===== src/rtl/alu_bist_ctrl.sv =====
// alu_bist_ctrl: built-in self-test initiator for the processor ALU.
// It drives alu_a/alu_b/alu_ctrl and waits SETTLE_CYCLES. It then checks alu_result
// against an internal golden model, counts mismatches and captures the first one.
// Latency: one run lasts (NUM_VECTORS [+4]) * 5 * (SETTLE_CYCLES+1) cycles from the
// accepted start edge to done.
// Backpressure: none. start is only sampled in IDLE/DONE and is ignored while busy.
// Ports:
//   clk, reset (sync, active-high), start (level)
//   busy, done, pass, fail_count[15:0], first_fail_vec[7:0], first_fail_op[3:0]
//   alu_a[31:0], alu_b[31:0], alu_ctrl[3:0] (registered stimulus), alu_result[31:0]
// Optional feature: define ALU_BIST_CORNER_EN to prepend 4 directed corner vectors.
module alu_bist_ctrl #(
  parameter int unsigned NUM_VECTORS   = 16,
  parameter int unsigned SETTLE_CYCLES = 1,
  parameter logic [31:0] SEED_A        = 32'hAAAA_5555,
  parameter logic [31:0] SEED_B        = 32'h5555_AAAA
) (
  input  logic        clk,
  input  logic        reset,
  input  logic        start,
  output logic        busy,
  output logic        done,
  output logic        pass,
  output logic [15:0] fail_count,
  output logic [7:0]  first_fail_vec,
  output logic [3:0]  first_fail_op,
  output logic [31:0] alu_a,
  output logic [31:0] alu_b,
  output logic [3:0]  alu_ctrl,
  input  logic [31:0] alu_result
);

  localparam logic [3:0]  OP_AND    = 4'b0000;
  localparam logic [3:0]  OP_OR     = 4'b0001;
  localparam logic [3:0]  OP_ADD    = 4'b0010;
  localparam logic [3:0]  OP_SUB    = 4'b0110;
  localparam logic [3:0]  OP_SLT    = 4'b0111;
  localparam logic [31:0] LFSR_TAPS = 32'h8020_0003;

  // An all-zero Galois LFSR state never leaves zero, so a zero seed is replaced.
  localparam logic [31:0] SEED_A_EFF = (SEED_A == 32'h0) ? 32'h1 : SEED_A;
  localparam logic [31:0] SEED_B_EFF = (SEED_B == 32'h0) ? 32'h1 : SEED_B;

`ifdef ALU_BIST_CORNER_EN
  localparam int unsigned NUM_CORNER = 4;
  localparam logic [31:0] V0_A       = 32'h0000_0000;
  localparam logic [31:0] V0_B       = 32'h0000_0000;
`else
  localparam int unsigned NUM_CORNER = 0;
  localparam logic [31:0] V0_A       = SEED_A_EFF;
  localparam logic [31:0] V0_B       = SEED_B_EFF;
`endif

  localparam int unsigned TOTAL_VECS  = NUM_VECTORS + NUM_CORNER;
  localparam logic [7:0]  LAST_VEC    = 8'(TOTAL_VECS - 1);
  localparam logic [3:0]  SETTLE_INIT = 4'(SETTLE_CYCLES);

  typedef enum logic [1:0] {S_IDLE, S_WAIT, S_CHECK, S_DONE} state_t;

  state_t      state_q;
  logic        busy_q, done_q, pass_q;
  logic [15:0] fail_count_q;
  logic [7:0]  first_fail_vec_q;
  logic [3:0]  first_fail_op_q;
  logic [31:0] alu_a_q, alu_b_q;
  logic [3:0]  alu_ctrl_q;
  logic [31:0] lfsr_a_q, lfsr_b_q;
  logic [3:0]  cnt_q;
  logic [7:0]  vec_idx_q;
  logic [2:0]  op_idx_q;

  logic [31:0] lfsr_a_d, lfsr_b_d;
  logic [31:0] next_a_d, next_b_d;
  logic        lfsr_adv;
  logic [31:0] exp_result;
  logic        mismatch;
  logic [15:0] fail_count_d;
  logic [3:0]  next_ctrl;

  function automatic logic [31:0] galois(input logic [31:0] s);
    return (s >> 1) ^ (s[0] ? LFSR_TAPS : 32'h0);
  endfunction

  function automatic logic [31:0] golden(input logic [31:0] a, input logic [31:0] b,
                                         input logic [3:0] c);
    case (c)
      OP_AND:  return a & b;
      OP_OR:   return a | b;
      OP_ADD:  return a + b;
      OP_SUB:  return a - b;
      OP_SLT:  return {31'd0, ($signed(a) < $signed(b))};
      default: return 32'h0;
    endcase
  endfunction

  // Op order within a vector: AND, OR, ADD, SUB, SLT.
  function automatic logic [3:0] op_code(input logic [2:0] idx);
    case (idx)
      3'd0:    return OP_AND;
      3'd1:    return OP_OR;
      3'd2:    return OP_ADD;
      3'd3:    return OP_SUB;
      default: return OP_SLT;
    endcase
  endfunction

`ifdef ALU_BIST_CORNER_EN
  logic [7:0] vec_next;

  function automatic logic [63:0] corner_ab(input logic [1:0] idx);
    case (idx)
      2'd0:    return {32'h0000_0000, 32'h0000_0000};
      2'd1:    return {32'hFFFF_FFFF, 32'h0000_0001};
      2'd2:    return {32'h8000_0000, 32'h7FFF_FFFF};
      default: return {32'h7FFF_FFFF, 32'hFFFF_FFFF};
    endcase
  endfunction
`endif

  always_comb begin
    lfsr_a_d     = galois(lfsr_a_q);
    lfsr_b_d     = galois(lfsr_b_q);
    exp_result   = golden(alu_a_q, alu_b_q, alu_ctrl_q);
    mismatch     = (alu_result != exp_result);
    fail_count_d = fail_count_q;
    if (mismatch && (fail_count_q != 16'hFFFF)) begin
      fail_count_d = fail_count_q + 16'd1;
    end
    next_ctrl = op_code(op_idx_q + 3'd1);
`ifdef ALU_BIST_CORNER_EN
    // Corner vectors leave the LFSRs alone; the first LFSR vector uses the seed itself.
    vec_next = vec_idx_q + 8'd1;
    if (vec_next < 8'd4) begin
      {next_a_d, next_b_d} = corner_ab(vec_next[1:0]);
      lfsr_adv             = 1'b0;
    end else if (vec_next == 8'd4) begin
      next_a_d = lfsr_a_q;
      next_b_d = lfsr_b_q;
      lfsr_adv = 1'b0;
    end else begin
      next_a_d = lfsr_a_d;
      next_b_d = lfsr_b_d;
      lfsr_adv = 1'b1;
    end
`else
    next_a_d = lfsr_a_d;
    next_b_d = lfsr_b_d;
    lfsr_adv = 1'b1;
`endif
  end

  always_ff @(posedge clk) begin
    if (reset) begin
      state_q          <= S_IDLE;
      busy_q           <= 1'b0;
      done_q           <= 1'b0;
      pass_q           <= 1'b0;
      fail_count_q     <= 16'h0;
      first_fail_vec_q <= 8'h0;
      first_fail_op_q  <= 4'h0;
      alu_a_q          <= 32'h0;
      alu_b_q          <= 32'h0;
      alu_ctrl_q       <= 4'h0;
      lfsr_a_q         <= SEED_A_EFF;
      lfsr_b_q         <= SEED_B_EFF;
      cnt_q            <= 4'h0;
      vec_idx_q        <= 8'h0;
      op_idx_q         <= 3'h0;
    end else begin
      case (state_q)
        S_IDLE, S_DONE: begin
          if (start) begin
            fail_count_q     <= 16'h0;
            first_fail_vec_q <= 8'h0;
            first_fail_op_q  <= 4'h0;
            done_q           <= 1'b0;
            pass_q           <= 1'b0;
            busy_q           <= 1'b1;
            lfsr_a_q         <= SEED_A_EFF;
            lfsr_b_q         <= SEED_B_EFF;
            alu_a_q          <= V0_A;
            alu_b_q          <= V0_B;
            alu_ctrl_q       <= OP_AND;
            vec_idx_q        <= 8'h0;
            op_idx_q         <= 3'h0;
            cnt_q            <= SETTLE_INIT;
            state_q          <= S_WAIT;
          end
        end
        S_WAIT: begin
          // Counter starts at SETTLE_CYCLES, so WAIT lasts exactly that many cycles.
          cnt_q <= cnt_q - 4'd1;
          if (cnt_q <= 4'd1) begin
            state_q <= S_CHECK;
          end
        end
        S_CHECK: begin
          fail_count_q <= fail_count_d;
          // fail_count only ever grows within a run, so zero marks "no failure yet".
          if (mismatch && (fail_count_q == 16'h0)) begin
            first_fail_vec_q <= vec_idx_q;
            first_fail_op_q  <= alu_ctrl_q;
          end
          if (op_idx_q == 3'd4) begin
            if (vec_idx_q == LAST_VEC) begin
              busy_q  <= 1'b0;
              done_q  <= 1'b1;
              pass_q  <= (fail_count_d == 16'h0);
              state_q <= S_DONE;
            end else begin
              vec_idx_q  <= vec_idx_q + 8'd1;
              op_idx_q   <= 3'h0;
              alu_a_q    <= next_a_d;
              alu_b_q    <= next_b_d;
              alu_ctrl_q <= OP_AND;
              if (lfsr_adv) begin
                lfsr_a_q <= lfsr_a_d;
                lfsr_b_q <= lfsr_b_d;
              end
              cnt_q   <= SETTLE_INIT;
              state_q <= S_WAIT;
            end
          end else begin
            op_idx_q   <= op_idx_q + 3'd1;
            alu_ctrl_q <= next_ctrl;
            cnt_q      <= SETTLE_INIT;
            state_q    <= S_WAIT;
          end
        end
        default: state_q <= S_IDLE;
      endcase
    end
  end

  assign busy           = busy_q;
  assign done           = done_q;
  assign pass           = pass_q;
  assign fail_count     = fail_count_q;
  assign first_fail_vec = first_fail_vec_q;
  assign first_fail_op  = first_fail_op_q;
  assign alu_a          = alu_a_q;
  assign alu_b          = alu_b_q;
  assign alu_ctrl       = alu_ctrl_q;

endmodule


===== config.mk =====
export PLATFORM = sky130hd
export DESIGN_NAME = alu_bist_ctrl
export DESIGN_NICKNAME = d
export VERILOG_FILES = /design/src/rtl/alu_bist_ctrl.sv
export SDC_FILE = /design/constraint.sdc
export NUM_CORES = 1
export LEC_CHECK = 0
export ABC_AREA = 1
export BUFFER_PORTS_ARGS = -buffer_cell sky130_fd_sc_hd__buf_4
export CORE_UTILIZATION = 44
export CTS_CLUSTER_SIZE = 25
export DETAILED_ROUTE_END_ITERATION = 10
export PLACE_DENSITY = 0.68
export SYNTH_ARGS = -nofsm -noshare
export SYNTH_HDL_FRONTEND = slang
export SYNTH_SLANG_ARGS = --single-unit

===== constraint.sdc =====
create_clock -name clk -period 3.7 [get_ports clk]
set_input_delay 0.74 -clock clk [delete_from_list [all_inputs] [get_ports clk]]
set_output_delay 0.74 -clock clk [all_outputs]
set_load 0.05 [all_outputs]

==> flow_metrics.env, run 1 <==
export IMPL_hold_buffers=0
export IMPL_ys_ff_latch=146
export IMPL_drv_slew=0
export IMPL_critical_path_endpoint_type="register"
export IMPL_hp_start="lfsr_b_q[30]$_SDFFE_PP1P_"
export IMPL_r2r_start="alu_a[0]$_SDFFE_PP0P_"
export IMPL_diodes=0
export IMPL_setup_viol_count_final=0
export IMPL_ioPinCount=134
export IMPL_cpMostUsedCell="nand2_2"
export IMPL_insertion_delay_ps=430
export IMPL_grt_first_pass_wirelength_um=74470
export IMPL_yosysWarnings=0
export IMPL_critPathSlowestCell="fa_2"
export IMPL_final_nets=2652
export IMPL_finalPower_w=0.009603
export IMPL_fmax_ghz=0.2706
export IMPL_hold_viol=0
export IMPL_switchingPower_w=0.004885
export IMPL_fillers=3128
export IMPL_dieHeight_um=177.8
export IMPL_initial_core_util=0.4527
export IMPL_netlist_instances=2344
export IMPL_hold_depth=2
export IMPL_multi_input_area_mm2=0.008815
export IMPL_met3_usage=0.05506
export IMPL_leakage_nw=8.292
export IMPL_die_w_um=177.8
export IMPL_area_growth_syn_to_layout_pct=20.93
export IMPL_cp_start_kind="register"
export IMPL_swShare=0.5087
export IMPL_drcViolationCount=0
export IMPL_layout_drive_gt1_share=0.1767
export IMPL_power_frac_comb=0.613
export IMPL_clkTransAtPathRegs_ps=70
export IMPL_syn_area_per_cell_um2=5.800
export IMPL_numCtsBuffers=17
export IMPL_place_congestion=0.9832
export IMPL_ctsHtreeMaxLevel=4
export IMPL_synth_top_area_share=0.2150
export IMPL_grt_overflow_total=0
export IMPL_status="complete, no violations"
export IMPL_place_detailed_hpwl_um=39050
export IMPL_post_drt_via_cell_ratio=5.182
export IMPL_peakVddDrop_v=0.0004416
export IMPL_maxCapViolations=0
export IMPL_reg2reg_to="pass$_SDFFE_PP0P_"
export IMPL_hold_path_class="reg -> reg"
export IMPL_setup_reg_to_reg_worst_slack_ps=5
export IMPL_synthFlopType="dfxtp_1"
export IMPL_grtUsageMet2=0.4886
export IMPL_die_area_mm2=0.03161
export IMPL_min_to="alu_b[29]$_SDFFE_PP0P_"
export IMPL_wl_per_cell_um=16.79
export IMPL_cpPeakStageDelay_ps=410
export IMPL_seqCellArea_mm2=0.002932
export IMPL_crit_fanout=8
export IMPL_critPathArrivalTime_ps=4050
export IMPL_cp_required_ps=4060
export IMPL_dr_pass1_iters=6
export IMPL_worst_pin_slew_ps=779.9
export IMPL_grt_max_degree=100
export IMPL_core_mm2=0.03003
export IMPL_utilization=0.5474
export IMPL_cts_tree="done"
export IMPL_numClockSinks=146
export IMPL_grtUsageTotal=0.3070
export IMPL_drtIter0Drc=1297
export IMPL_synth_cell_type_count=46
export IMPL_port_buffers=131
export IMPL_period_minus_slack_ps=3695
export IMPL_async_reset_ff_frac=0
export IMPL_fin_worst_skew_ps=9.851
export IMPL_grt_setup_unrepaired="true"
export IMPL_yosysTopAreaCell="dfxtp_1"
export IMPL_grt_pass1_vias=14011
export IMPL_ff2ff_path_depth=29
export IMPL_rows=63
export IMPL_syn_area_mm2=0.01360
export IMPL_p_int_w=0.004718
export IMPL_period_share=0.9986
export IMPL_yosys_top_cells_area="dfxtp_1, nand2_1, inv_1"
export IMPL_critical_path_class="reg -> reg"
export IMPL_antenna_left=0
export IMPL_vias=15074
export IMPL_grtUsageMet1=0.4167
export IMPL_synth_edf_count=0
export IMPL_gr_max_usage_layer="met2"
export IMPL_drt_total_wl_um=48850
export IMPL_pwr_share_clk=0.175
export IMPL_root_buffer="clkbuf_16"
export IMPL_antenna_found_initial=0
export IMPL_seqPwrFrac=0.212
export IMPL_cts_path_max_buffers=2
export IMPL_powerDensity_mw_per_mm2=584.1
export IMPL_relSlewSlack=0.4801
export IMPL_ys_seq_area_frac=0.2150
-- cell usage in the layout, fill, tap and decap left out, drive strengths merged, types with 2 or more instances in the layout --
cell type  netlist  final
xor2            10     10
nand2          768    769
xnor2            5      5
o211ai           2      2
fa               2      2
nand4           55     55
buf             73    253
or2              9      9
ha             109    109
o21bai           4      4
nor3            24     24
and3             2      2
a21oi          167    167
a211oi           3      3
o22ai           26     26
nor3b            2      2
clkinv           5      7
inv            438    444
conb             1      2
clkinvlp         0      3
nand3          206    206
nand3b           3      3
a31oi            3      3
and2             2      2
nor4             7      7
clkbuf          41     22
nor2           155    155
dfxtp          146    146
o21ai           72     72
-- cell type report --
type	instances	share of cell area
inverter	443	0.1013
sequential	146	0.1783
clock inverter	12	0.007230
clock buffer	20	0.02717
timing repair buffer	255	0.1202
tap	390	0.02968
multi-input combinational	1643	0.5361
-- stage by stage --
step	cells	TNS [ps]	instance area [um^2]	hold slack, ps	setup WS [ps]
detailed placement	2862	-2981	15250	444.9	-222.6
CTS	2895	0	15890	460.2	2.997
floorplan	2345	0	13600	428.0	275.4
finish	2909	0	16440	455.8	5.127
global route	2909	-864.4	16440	473.4	-162.2
global placement	2862	-2871	15250	440.9	-234.1
-- registers in the layout (all words and copies together) (netlist names) --
| register | flops |
|---|---|
| alu_a | 32 |
| first_fail_vec | 8 |
| first_fail_op | 3 |
| vec_idx_q | 8 |
| alu_ctrl | 3 |
| cnt_q | 4 |
| op_idx_q | 3 |
| fail_count | 16 |
| lfsr_a_q | 16 |
| done | 1 |
| pass | 1 |
| alu_b | 32 |
| busy | 1 |
| state_q | 2 |
| lfsr_b_q | 16 |
-- cells in the mapped netlist (3+ instances only) --
master and instances:
buf_4 52, a211oi_1 3, o21bai_1 4, a31oi_1 3, nor3_1 17, o22ai_1 26
nand3_1 199, dfxtp_1 146, nand2_2 12, nand2_1 755, nor4_1 7, inv_1 431
nor3_2 7, inv_2 7, buf_2 15, xnor2_1 5, xor2_1 10, or2_2 9
buf_6 5, clkinv_1 5, nand4_1 55, ha_1 109, nor2_2 22, a21oi_1 167
nor2_1 131, clkbuf_1 40, o21ai_0 70, nand3_2 6
-- metal layers --
metal / vias up / routed length [um]
met5: - / 0
met4: 0 / 1269
met3: 62 / 3438
met2: 508 / 21580
met1: 6909 / 22560
li1: 7595 / -
-- worst max-delay path, delay by kind of cell (launching register included) --
family / cells / cell delay [ps]
flops: 1 / 340
fa+ha+maj: 2 / 550
compound gates: 1 / 130
buf+inv: 4 / 460
simple gates: 22 / 2110
-- what timing repair did --
action,4_1_cts,5_1_grt
resized for setup,17,105
cloned,0,3
setup buffers,1,11
pin swaps,3,26
setup endpoints to repair,22,27
-- worst max path at each step --
| stage | startpoint | to | slack (ps) | depth (start not counted) |
|---|---|---|---|---|
| 4_1_cts | alu_a[11]$_SDFFE_PP0P_ | pass$_SDFFE_PP0P_ | 3 | 29 |
| 5_1_grt | alu_b[10]$_SDFFE_PP0P_ | pass$_SDFFE_PP0P_ | -160 | 26 |
| 3_5_place_dp | alu_b[5]$_SDFFE_PP0P_ | first_fail_vec[2]$_SDFFE_PP0P_ | -220 | 27 |
| 2_1_floorplan | alu_a[0]$_SDFFE_PP0P_ | pass$_SDFFE_PP0P_ | 280 | 29 |
| 6_report | alu_a[0]$_SDFFE_PP0P_ | pass$_SDFFE_PP0P_ | 5 | 29 |
| 3_3_place_gp | alu_b[21]$_SDFFE_PP0P_ | first_fail_vec[2]$_SDFFE_PP0P_ | -230 | 21 |
-- power by group through the flow --
stage	clock network (W)	registers, W	logic, W
6_report	0.00168	0.00204	0.00588
2_1_floorplan	0	0.00253	0.00320
5_1_grt	0.00177	0.00207	0.00642
3_3_place_gp	0	0.00205	0.00533
4_1_cts	0.00171	0.00203	0.00544
3_5_place_dp	0	0.00206	0.00536
-- cells by family (layout without fill, tap and decap cells) --
group | after synthesis | in the layout | share of synthesized area
adders and majority gates | 111 | 111 | 0.1033
AOI/OAI and AO/OA | 281 | 281 | 0.1088
xor gates and xnor gates | 15 | 15 | 0.009663
DFF | 146 | 146 | 0.2150
other | 1 | 2 | 0.0002758
buffers and inverters | 557 | 730 | 0.1724
and+or+nand+nor | 1233 | 1234 | 0.3907
No activity file was read; power rests on OpenSTA's default activity.
==> run 2: changes to the inputs <==
Settings changed: RECOVER_POWER from default to 25.
==> run 2 against run 1 <==
Compared with the run above: clock-buffer cell count unchanged; total power is 1.0% lower; maximum frequency is essentially flat; combinational power shrank 2%; register-to-register slack is essentially flat; critical path depth is the same; clock power barely moved; critical endpoint unchanged; largest power group unchanged.
==> flow_metrics.env, run 2 (synthesis results as in run 1) <==
export IMPL_cpMostUsedCell="nand2_2"
export IMPL_antenna_left=0
export IMPL_grt_setup_unrepaired="true"
export IMPL_fmax_ghz=0.2709
export IMPL_layout_drive_gt1_share=0.1544
export IMPL_wl_per_cell_um=16.80
export IMPL_grt_first_pass_wirelength_um=74470
export IMPL_maxCapViolations=0
export IMPL_drv_slew=0
export IMPL_utilization=0.5404
export IMPL_seqCellArea_mm2=0.002932
export IMPL_drtIter0Drc=1222
export IMPL_period_share=0.9978
export IMPL_root_buffer="clkbuf_16"
export IMPL_status="complete, no violations"
export IMPL_worst_pin_slew_ps=783.8
export IMPL_place_detailed_hpwl_um=39050
export IMPL_rows=63
export IMPL_clkTransAtPathRegs_ps=70
export IMPL_powerDensity_mw_per_mm2=585.5
export IMPL_hold_buffers=0
export IMPL_die_w_um=177.8
export IMPL_ctsHtreeMaxLevel=4
export IMPL_hold_path_class="reg -> reg"
export IMPL_leakage_nw=8.062
export IMPL_layout_commonest_cell="nand2_1"
export IMPL_numCtsBuffers=17
export IMPL_period_minus_slack_ps=3692
export IMPL_critical_path_class="reg -> reg"
export IMPL_port_buffers=131
export IMPL_grt_max_degree=100
export IMPL_setup_viol_count_final=0
export IMPL_antenna_found_initial=0
export IMPL_cp_required_ps=4060
export IMPL_critical_path_endpoint_type="register"
export IMPL_core_mm2=0.03003
export IMPL_die_area_mm2=0.03161
export IMPL_grtUsageTotal=0.3070
export IMPL_tns_ps=0
export IMPL_post_drt_via_cell_ratio=5.197
export IMPL_relSlewSlack=0.4775
export IMPL_vias=15119
export IMPL_place_congestion=0.9832
export IMPL_grt_pass1_vias=14011
export IMPL_cp_start_kind="register"
export IMPL_final_nets=2652
export IMPL_critPathArrivalTime_ps=4050
export IMPL_peakVddDrop_v=0.0004404
export IMPL_initial_core_util=0.4527
export IMPL_dr_pass1_iters=5
export IMPL_numClockSinks=146
export IMPL_critPathSlowestCell="fa_2"
export IMPL_cts_path_max_buffers=2
export IMPL_insertion_delay_ps=430
export IMPL_cpPeakStageDelay_ps=410
export IMPL_cts_tree="done"
export IMPL_setup_reg_to_reg_worst_slack_ps=8
export IMPL_dieHeight_um=177.8
export IMPL_ioPinCount=134
export IMPL_multi_input_area_mm2=0.008815
export IMPL_fillers=3184
export IMPL_final_cell_mix="nand2_1, inv_1, buf_4"
export IMPL_fin_worst_skew_ps=9.782
export IMPL_diodes=0
export IMPL_area_growth_syn_to_layout_pct=19.38
export IMPL_grt_overflow_total=0
export IMPL_hold_viol=0
export IMPL_drt_total_wl_um=48870
export IMPL_drcViolationCount=0
export IMPL_crit_fanout=8
==> run 2: per-stage QoR <==
| stage | std cells | worst slack (ps) | hold WS (ps) | power (W) | area, um^2 |
|---|---|---|---|---|---|
| after global placement | 2862 | -234.1 | 440.9 | 0.007377 | 15250 |
| after global routing | 2909 | -162.2 | 473.4 | 0.01017 | 16230 |
| after CTS | 2895 | 2.997 | 460.2 | 0.009176 | 15890 |
| after detailed placement | 2862 | -222.6 | 444.9 | 0.007420 | 15250 |
| final | 2909 | 8.147 | 455.9 | 0.009503 | 16230 |
| after floorplan | 2345 | 275.4 | 428.0 | 0.005736 | 13600 |
==> run 2: final cells by class <==
type	instances	area share
multi-input combinational	1643	0.5431
tap	390	0.03006
timing repair buffer	255	0.1088
clock inverter	12	0.007323
inverter	443	0.1026
clock buffer	20	0.02752
sequential	146	0.1806
==> run 2: final timing paths <==
path | cells past startpoint | endpoint | startpoint
hold reg to reg | 2 | alu_b[29]$_SDFFE_PP0P_ | lfsr_b_q[30]$_SDFFE_PP1P_
setup reg to reg | 29 | pass$_SDFFE_PP0P_ | alu_a[0]$_SDFFE_PP0P_
setup / recovery | 29 | pass$_SDFFE_PP0P_ | alu_a[0]$_SDFFE_PP0P_
hold / removal | 2 | alu_b[29]$_SDFFE_PP0P_ | lfsr_b_q[30]$_SDFFE_PP1P_
==> run 2: power by group <==
| group | switching (W) | total, W | internal (W) |
|---|---|---|---|
| combinational | 0.00399 | 0.00579 | 0.00180 |
| sequential | 0.000177 | 0.00204 | 0.00186 |
| clock | 0.000722 | 0.00168 | 0.000955 |
| total | 0.00488 | 0.00950 | 0.00462 |
==> run 2: repair_timing <==
action,in CTS,in global routing
buffers inserted,1,11
cloned,0,3
setup endpoints to repair,22,27
pin swaps,3,26
gates resized for setup,17,105
==> run 2: critical path: cells and delay by family, from the launching register on <==
| family | cells | cell delay [ps] |
|---|---|---|
| AOI/OAI and AO/OA | 1 | 130 |
| and+or+nand+nor | 22 | 2100 |
| adders and majority gates | 2 | 550 |
| buffers and inverters | 4 | 460 |
| DFF | 1 | 330 |
==> run 2: routing by layer <==
layer | wire length (um) | part of all wire | GRT usage
met1 | 22690 | 0.46 | 0.4167
met2 | 21450 | 0.44 | 0.4886
met3 | 3389 | 0.069 | 0.05506
met4 | 1336 | 0.027 | 0.09865
met5 | 0 | 0 | 0
